[src/rtl/hex_tx_pkg.sv]
// Shared types and ASCII constants for the hex print sequencer.
package hex_tx_pkg;

  typedef enum logic [1:0] {
    IDLE  = 2'd0,
    DIGIT = 2'd1,
    CR    = 2'd2,
    LF    = 2'd3
  } state_t;

  localparam logic [7:0] ASCII_CR         = 8'h0D;
  localparam logic [7:0] ASCII_LF         = 8'h0A;
  localparam logic [7:0] ASCII_0          = 8'h30;
  localparam logic [7:0] ASCII_A_MINUS_10 = 8'h37;

endpackage

[src/rtl/hex_tx_sequencer_nibble2ascii.sv]
// Combinational nibble to uppercase ASCII hex digit converter.
import hex_tx_pkg::*;

module nibble2ascii (
  input  logic [3:0] i_nibble,
  output logic [7:0] o_ascii
);

  // Digits map from '0', letters from 'A' offset down by ten.
  always_comb begin
    o_ascii = 8'h00;
    if (i_nibble < 4'd10) begin
      o_ascii = ASCII_0 + {4'h0, i_nibble};
    end else begin
      o_ascii = ASCII_A_MINUS_10 + {4'h0, i_nibble};
    end
  end

endmodule

[src/rtl/hex_tx_sequencer.sv]
// Prints a captured binary word as ASCII hex (MSB nibble first), optionally
// followed by CR LF, over a valid/ready byte stream.
import hex_tx_pkg::*;

module hex_tx_sequencer #(
  parameter int NBYTES      = 2,
  parameter bit APPEND_CRLF = 1'b1
) (
  input  logic                clk,
  input  logic                rst,
  input  logic [NBYTES*8-1:0] in_data,
  input  logic                in_valid,
  output logic                in_ready,
  output logic [7:0]          out_data,
  output logic                out_valid,
  input  logic                out_ready,
  output logic                busy
);

  localparam int NDIGITS = NBYTES * 2;
  localparam int IDX_W   = (NDIGITS > 1) ? $clog2(NDIGITS) : 1;
  localparam logic [IDX_W-1:0] IDX_LAST = IDX_W'(NDIGITS - 1);
  localparam logic [IDX_W-1:0] IDX_ZERO = IDX_W'(0);
  localparam logic [IDX_W-1:0] IDX_ONE  = IDX_W'(1);

  state_t              r_state;
  logic [IDX_W-1:0]    r_idx;
  logic [NBYTES*8-1:0] r_word;
  logic                r_in_ready;
  logic                r_out_valid;
  logic                r_busy;
  logic [7:0]          r_out_data;

  state_t              w_nxt_state;
  logic [IDX_W-1:0]    w_nxt_idx;
  logic [NBYTES*8-1:0] w_nxt_word;
  logic                w_in_xfer;
  logic                w_out_xfer;
  logic [3:0]          w_nibble;
  logic [7:0]          w_ascii;
  logic [7:0]          w_nxt_out_data;

  assign w_in_xfer  = in_valid && r_in_ready;
  assign w_out_xfer = r_out_valid && out_ready;

  // Next-state logic; the output register is loaded from the next state so
  // the first digit appears one cycle after acceptance with no extra stage.
  always_comb begin
    w_nxt_state = r_state;
    w_nxt_idx   = r_idx;
    w_nxt_word  = r_word;
    case (r_state)
      IDLE: begin
        if (w_in_xfer) begin
          w_nxt_state = DIGIT;
          w_nxt_idx   = IDX_LAST;
          w_nxt_word  = in_data;
        end else begin
          w_nxt_state = IDLE;
        end
      end
      DIGIT: begin
        if (w_out_xfer) begin
          if (r_idx != IDX_ZERO) begin
            w_nxt_idx = r_idx - IDX_ONE;
          end else begin
            w_nxt_state = APPEND_CRLF ? CR : IDLE;
          end
        end else begin
          w_nxt_state = DIGIT;
        end
      end
      CR: begin
        if (w_out_xfer) begin
          w_nxt_state = LF;
        end else begin
          w_nxt_state = CR;
        end
      end
      LF: begin
        if (w_out_xfer) begin
          w_nxt_state = IDLE;
        end else begin
          w_nxt_state = LF;
        end
      end
      default: w_nxt_state = IDLE;
    endcase
  end

  assign w_nibble = w_nxt_word[{w_nxt_idx, 2'b00} +: 4];

  nibble2ascii u_nibble2ascii (
    .i_nibble (w_nibble),
    .o_ascii  (w_ascii)
  );

  // Character selection for the upcoming output cycle.
  always_comb begin
    w_nxt_out_data = 8'h00;
    case (w_nxt_state)
      DIGIT:   w_nxt_out_data = w_ascii;
      CR:      w_nxt_out_data = ASCII_CR;
      LF:      w_nxt_out_data = ASCII_LF;
      default: w_nxt_out_data = 8'h00;
    endcase
  end

  // State, captured word and registered handshake outputs.
  always_ff @(posedge clk) begin
    if (rst) begin
      r_state     <= IDLE;
      r_idx       <= IDX_ZERO;
      r_word      <= '0;
      r_in_ready  <= 1'b1;
      r_out_valid <= 1'b0;
      r_busy      <= 1'b0;
      r_out_data  <= 8'h00;
    end else begin
      r_state     <= w_nxt_state;
      r_idx       <= w_nxt_idx;
      r_word      <= w_nxt_word;
      r_in_ready  <= (w_nxt_state == IDLE);
      r_out_valid <= (w_nxt_state != IDLE);
      r_busy      <= (w_nxt_state != IDLE);
      r_out_data  <= w_nxt_out_data;
    end
  end

  assign in_ready  = r_in_ready;
  assign out_valid = r_out_valid;
  assign busy      = r_busy;
  assign out_data  = r_out_data;

endmodule

[config.mk]
export PLATFORM = sky130hd
export DESIGN_NAME = hex_tx_sequencer
export DESIGN_NICKNAME = d
export VERILOG_FILES = /design/src/rtl/hex_tx_pkg.sv /design/src/rtl/hex_tx_sequencer_nibble2ascii.sv /design/src/rtl/hex_tx_sequencer.sv
export SDC_FILE = /design/constraint.sdc
export NUM_CORES = 1
export LEC_CHECK = 0
export ABC_AREA = 0
export BUFFER_PORTS_ARGS = -buffer_cell sky130_fd_sc_hd__clkbuf_2
export CORE_ASPECT_RATIO = 0.75
export CORE_MARGIN = 4
export CORE_UTILIZATION = 57
export CTS_CLUSTER_DIAMETER = 120
export DETAILED_ROUTE_END_ITERATION = 8
export PLACE_DENSITY = 0.9
export SYNTH_ARGS = -nofsm -noshare
export SYNTH_HDL_FRONTEND = slang
export SYNTH_SLANG_ARGS = --single-unit
[constraint.sdc]
create_clock -name clk -period 6.3 [get_ports clk]
set_input_delay 1.26 -clock clk [delete_from_list [all_inputs] [get_ports clk]]
set_output_delay 1.26 -clock clk [all_outputs]
set_load 0.01 [all_outputs]
---- After elaboration in Yosys (flattened, before gate mapping) ----
Index checks and enable logic that the tools add are counted.
storage, ports and cells
  flip-flop bits (word level) ............. 30
  output and inout port bits .............. 11
  word-level logic and storage cells ...... 37
  input port bits ......................... 20
  RAM bits ................................ 0
  memories ................................ 0
  ROM bits ................................ 0
  latch bits .............................. 0
operators by class
  equal/unequal tests ..................... 6
  magnitude comparators ................... 1
  bitwise gates (word level) .............. 0
  divide/modulo/power cells ............... 0
  shifts and indexed selects .............. 1
  reduce and logical (&&, ||, !) cells .... 6
  multiply operators ...................... 0
  mux-type cells .......................... 14
  $add $sub $neg .......................... 3
operators with widths
  operator                                                               count
  16-bit 2-to-1 mux                                                      2
  8-bit one-hot mux with 3 select lines                                  1
  16-bit by 5-bit indexed part select with 4-bit output                  1
  6-bit by 4-bit adder with 7-bit output, first input constant           2
  2-bit 2-to-1 mux                                                       6
  2-bit equality test, second input constant                             4
  8-bit 2-to-1 mux                                                       1
  2-bit one-hot mux with 4 select lines                                  1
  2-bit by 1-bit equality test with 1-bit output, second input constant  2
  2-bit zero test                                                        2
  4-bit less-than comparator, second input constant                      1
  2-bit one-hot mux with 2 select lines                                  1
  2-bit nonzero test                                                     2
  1-bit logical AND                                                      2
  1-bit 2-to-1 mux                                                       2
  2-bit by 1-bit subtractor with 2-bit output, second input constant     1

---- Logic depth before layout (Yosys ltp) ----
  depth after elaboration ................. 8
  gate-level depth with buffers ........... 11
  gate-level depth less buffers ........... 9

---- By module ----
Synthesis repeated with hierarchy kept, for this count alone.
second synthesis, totals
  cells, all modules ...................... 185
  area total of the unflattened synthesis .. 1,497.7 um^2
by module, submodules not included
  module            sequential area each (um^2)  times used  area an instance (um^2)  cells an instance
  hex_tx_sequencer  600.6                        1           1,392.6                  169
  nibble2ascii      0.0                          1           105.1                    16

---- Least setup slack after synthesis ----
Ideal clock, no wire load.
  path type ............................... input to register
  start ................................... input in_valid
  end ..................................... register r_out_data[2], in the netlist out_data[2]
  slack ................................... 3.250 ns
  path buffers ............................ 1
  cell stages on the path ................. 10
  data arrival time ....................... 2.923 ns
  data required time ...................... 6.173 ns
  library setup time ...................... 0.127 ns
  cell sequence ........................... and4bb_1 buf_2 mux2i_1 o22ai_1 or3_1 o21ai_1 ha_1 nand2_1 a31oi_1 o41ai_2
on the way
  longest elaborated chain between the ends .. 7
  elaborated cells on any way between the ends .. 16
  those cells by class .................... 2 x add/sub; 1 x order compare; 3 x eq/ne; 1 x shift; 8 x mux; 1 x reduce/logical
ends and longest elaborated chain
  what                                                                        line                                 text
  from (decl)                                                                 hex_tx_sequencer.sv:12               input logic in_valid,
  1-bit logical AND *                                                         hex_tx_sequencer.sv:43               assign w_in_xfer = in_valid && r_in_ready;
  2-bit 2-to-1 mux or 16-bit 2-to-1 mux (tied branches)                       hex_tx_sequencer.sv:54               if (w_in_xfer) begin
  2-bit one-hot mux with 2 select lines or 16-bit 2-to-1 mux (tied branches)  hex_tx_sequencer.sv:52               case (r_state)
  16-bit by 5-bit indexed part select with 4-bit output                       hex_tx_sequencer.sv:91               assign w_nibble = w_nxt_word[{w_nxt_idx, 2'b00} +: 4];
  6-bit by 4-bit adder with 7-bit output (tied with other cells)              hex_tx_sequencer_nibble2ascii.sv:15  o_ascii = ASCII_A_MINUS_10 + {4'h0, i_nibble};
  8-bit 2-to-1 mux                                                            hex_tx_sequencer_nibble2ascii.sv:12  if (i_nibble < 4'd10) begin
  8-bit one-hot mux with 3 select lines *                                     hex_tx_sequencer.sv:101              case (w_nxt_state)
  to (signal assigned)                                                        hex_tx_sequencer.sv:126              r_out_data <= w_nxt_out_data;
  to (decl)                                                                   hex_tx_sequencer.sv:32               logic [7:0] r_out_data;
Mark *: on every way between the ends. The rest lies on a longest branch, timed or not.
A chain may end at the register's enable or synchronous reset.

---- Worst setup path in the final report ----
Ends and elaborated chain as after synthesis.

==> impl_metrics.csv <==
group,metric,value,unit
die,die_area,3370,um2
worst_setup_path,arrival,4190,ps
worst_setup_path,cp_top_family,"compound AO/OA/AOI/OAI gates",
power_and_ir_drop,pwr-share-seq,45.6,%
timing,rsz0062_at_grt,"false",
die,rows,15,
power_and_ir_drop,ir_drop,0.153,mV
worst_setup_path,path_cells,"clkbuf_2 > nand4bb_1 > o22ai_1 > nor4_2 > o31ai_1 > and3_1 > ha_1 > nand2_1 > a31oi_1 > o41ai_2",
power_and_ir_drop,switching_share,33.0,%
synthesis,synthTopCellsByArea,"dfxtp_1 41%, nand2_1 10%, a21oi_1 7.4%",
worst_setup_path,cp-start-kind,"input pin",
grt,antenna_found_initial,0,
worst_setup_path,required,6510,ps
timing,fin_crit_sh,63.2,%
synthesis,synth_area_per_cell,8.10,um2
worst_setup_path,path_max_fanout,25,
timing,period_needed,3980,ps
synthesis,yosysSeqAreaShare,40.7,%
drt,wl,3190,um
job,cap_violations,0,
clocking,cts_setup_buffers,0,
synthesis,async_flop_share,0,%
worst_setup_path,critPathMaxStageDelay,760,ps
synthesis,netlist.area_leader.share,40.7,%
die,start_util,60.8,%
die,num_io_pins,31,
worst_setup_path,cp_slowest_cell,"nand4bb_1",
clocking,cts_sinks,29,
grt,grt_pass1_vias,1208,
timing,hold_viol_final,0,
placement,placed_cell_area,1560,um2
worst_setup_path,path_buf_inv,1,
clocking,ctsHtreeMaxLevel,2,
timing,relSlewSlack,35.4,%
worst_setup_path,critical_path_class,"input pin to register",
clocking,cts_tree,"built",
synthesis,yosysMostFrequentCell,"nand2_1",
worst_setup_path,r2r_start,"r_state[0]$_SDFF_PP0_",
clocking,worst_skew_pair.late_latency,330,ps
timing,slew_viol_final,0,
drt,drtPass1Iterations,4,
drt,first_iter_violations,141,
timing,skew,9.77,ps
power_and_ir_drop,p_leak,0.710,nW
placement,dp_hpwl,2310,um
clocking,cts_made_buffers,5,
placement,gp_congestion,0.935,
clocking,clkTransAtPathRegs,90,ps
finish,layout-drive-gt1-share,21.9,%
die,coreArea,2350,um2
synthesis,ys_ff_latch,29,
timing,worst_pin_slew,963,ps
worst_setup_path,reg2regPathDepth,9,
worst_setup_path,rr_endpoint,"out_data[2]$_SDFF_PP0_",
power_and_ir_drop,power_switching,161,uW
finish,syn_to_final_growth,13.9,%
timing,maxClockFrequency,251,MHz
drt,viasPerCell,5.74,
synthesis,synthCells,176,
synthesis,synth_edf_count,0,
drt,wl_per_cell,13.6,um
finish,antenna_cells,0,
hold_path,min_from,"r_word[9]$_SDFF_PP0_",
drt,drc,0,
synthesis,synthDistinctLibCells,49,
grt,grt_max_degree,26,
power_and_ir_drop,power_frac_comb,28.5,%
clocking,clockBufferDepth,2,
drt,drtAntennaViolNets,0,
power_and_ir_drop,power_density,300,nW/um2
power_and_ir_drop,intPower,326,uW
grt,track_usage,20.6,%
timing,tns,0,ps
finish,ff_latch_area,581,um2
power_and_ir_drop,clock_power_share,25.9,%
synthesis,syn_area,1430,um2
synthesis,yosys_warnings,0,
clocking,cts_resized,0,
placement,port_buffers,29,
synthesis,synthTopCellsByCount,"39 x nand2_1, 29 x dfxtp_1, 21 x a21oi_1",
hold_path,hold_depth,2,
finish,fillers,203,
synthesis,syn-num-nets,197,
timing,setup_viol,0,
drt,num_vias,1349,
die,die_w,65.8,um
clocking,hold_buffers,0,
synthesis,yosys_most_used_dff,"dfxtp_1",
finish,fin_nets,221,
die,fp.dieH,51.3,um
grt,grt_overflow,0,
grt,grt_pass1_wl,5230,um
worst_setup_path,reg2reg_slack,2840,ps
hold_path,hp-class,"register to register",
finish,finalInstanceArea,1630,um2
worst_setup_path,worstSetupEndpointType,"register",
clocking,cts_root_buffer,"clkbuf_4",
finish,fin_cells,235,
placement,dpl.cell_count,227,
synthesis,yosys.area.top_type,"dfxtp_1",
hold_path,hold_path_end,"r_word[9]$_SDFF_PP0_",
finish,multi_input_area,776,um2
status,outcome,"completed",
## routing by layer
| layer | global-route usage, % | vias to the layer above | wire length, um |
|---|---|---|---|
| li1 | - | 670 | - |
| met2 | 32.3 | 66 | 1470 |
| met5 | 0 | - | 0 |
| met4 | 8.62 | 0 | 79 |
| met1 | 23.8 | 602 | 1320 |
| met3 | 10.3 | 11 | 323 |
## kinds of logic (layout without fill, tap and decap cells)
kind of cell	after synthesis	after routing	share of synthesized area (%)
other	1	1	0.263
adder cells (fa/ha/maj)	1	1	0.877
buffers and inverters	15	40	4.91
AO/OA/AOI/OAI	47	47	21.4
multiplexers	6	6	4.21
XOR/XNOR	1	1	0.614
AND/OR/NAND/NOR	76	76	27.0
flip-flops	29	29	40.7
## layout make-up
| type | count | share of cell area [%] |
|---|---|---|
| Multi-Input combinational cell | 132 | 47.7 |
| Sequential cell | 29 | 35.7 |
| Timing Repair Buffer | 29 | 8.93 |
| Clock buffer | 7 | 4.00 |
| Tap cell | 34 | 2.62 |
| Inverter | 3 | 0.693 |
| Clock inverter | 1 | 0.308 |
## worst register-to-register path, stage by stage, from the launching register on
cell and delay, ps:
dfxtp_1 380, nand4bb_1 870, o22ai_1 610, nor4_2 120
o31ai_1 400, and3_1 330, ha_1 200, nand2_1 90
a31oi_1 250, o41ai_2 100
## worst max-delay path by stage
stage / startpoint / cells after the start / endpoint / slack [ps]
final: in_valid / 10 / out_data[2]$_SDFF_PP0_ / 2320
after global routing: in_valid / 10 / out_data[2]$_SDFF_PP0_ / 2120
after CTS: in_valid / 10 / out_data[2]$_SDFF_PP0_ / 2400
after detailed placement: in_valid / 10 / out_data[2]$_SDFF_PP0_ / 2110
after global placement: in_valid / 10 / out_data[2]$_SDFF_PP0_ / 2290
after floorplan: in_valid / 10 / out_data[2]$_SDFF_PP0_ / 3250
## sequential cells by signal (all words and copies together) (netlist names)
name,count
r_word,16
out_data,7
r_idx,2
r_state,2
busy,1
in_ready,1
## per-stage QoR
step,total power [mW],setup slack (ps),utilization [%],hold slack (ps)
floorplan,0.329,3250,-,433
global placement,0.355,2290,66.3,442
detailed placement,0.362,2110,66.3,449
CTS,0.488,2400,69.3,462
global route,0.520,2120,69.3,485
finish,0.487,2320,69.3,460
## power by group through the flow
stage | Clock, mW | Sequential [mW] | Combinational [mW]
after floorplan | 0 | 0.224 | 0.106
after global placement | 0 | 0.224 | 0.131
after detailed placement | 0 | 0.226 | 0.136
after CTS | 0.128 | 0.222 | 0.137
after global routing | 0.143 | 0.226 | 0.152
final | 0.126 | 0.222 | 0.139
## cells in the final DEF, fill, tap and decap left out, drive strengths merged, types with 3 or more instances in the layout
| cell | synthesis | routed |
|---|---|---|
| a21oi | 21 | 21 |
| a31oi | 3 | 3 |
| clkbuf | 3 | 36 |
| dfxtp | 29 | 29 |
| inv | 3 | 3 |
| mux2i | 6 | 6 |
| nand2 | 39 | 39 |
| nor2 | 13 | 13 |
| nor3 | 5 | 5 |
| o21ai | 6 | 6 |
| o22ai | 3 | 3 |
Power figures use the tool's default switching activity.
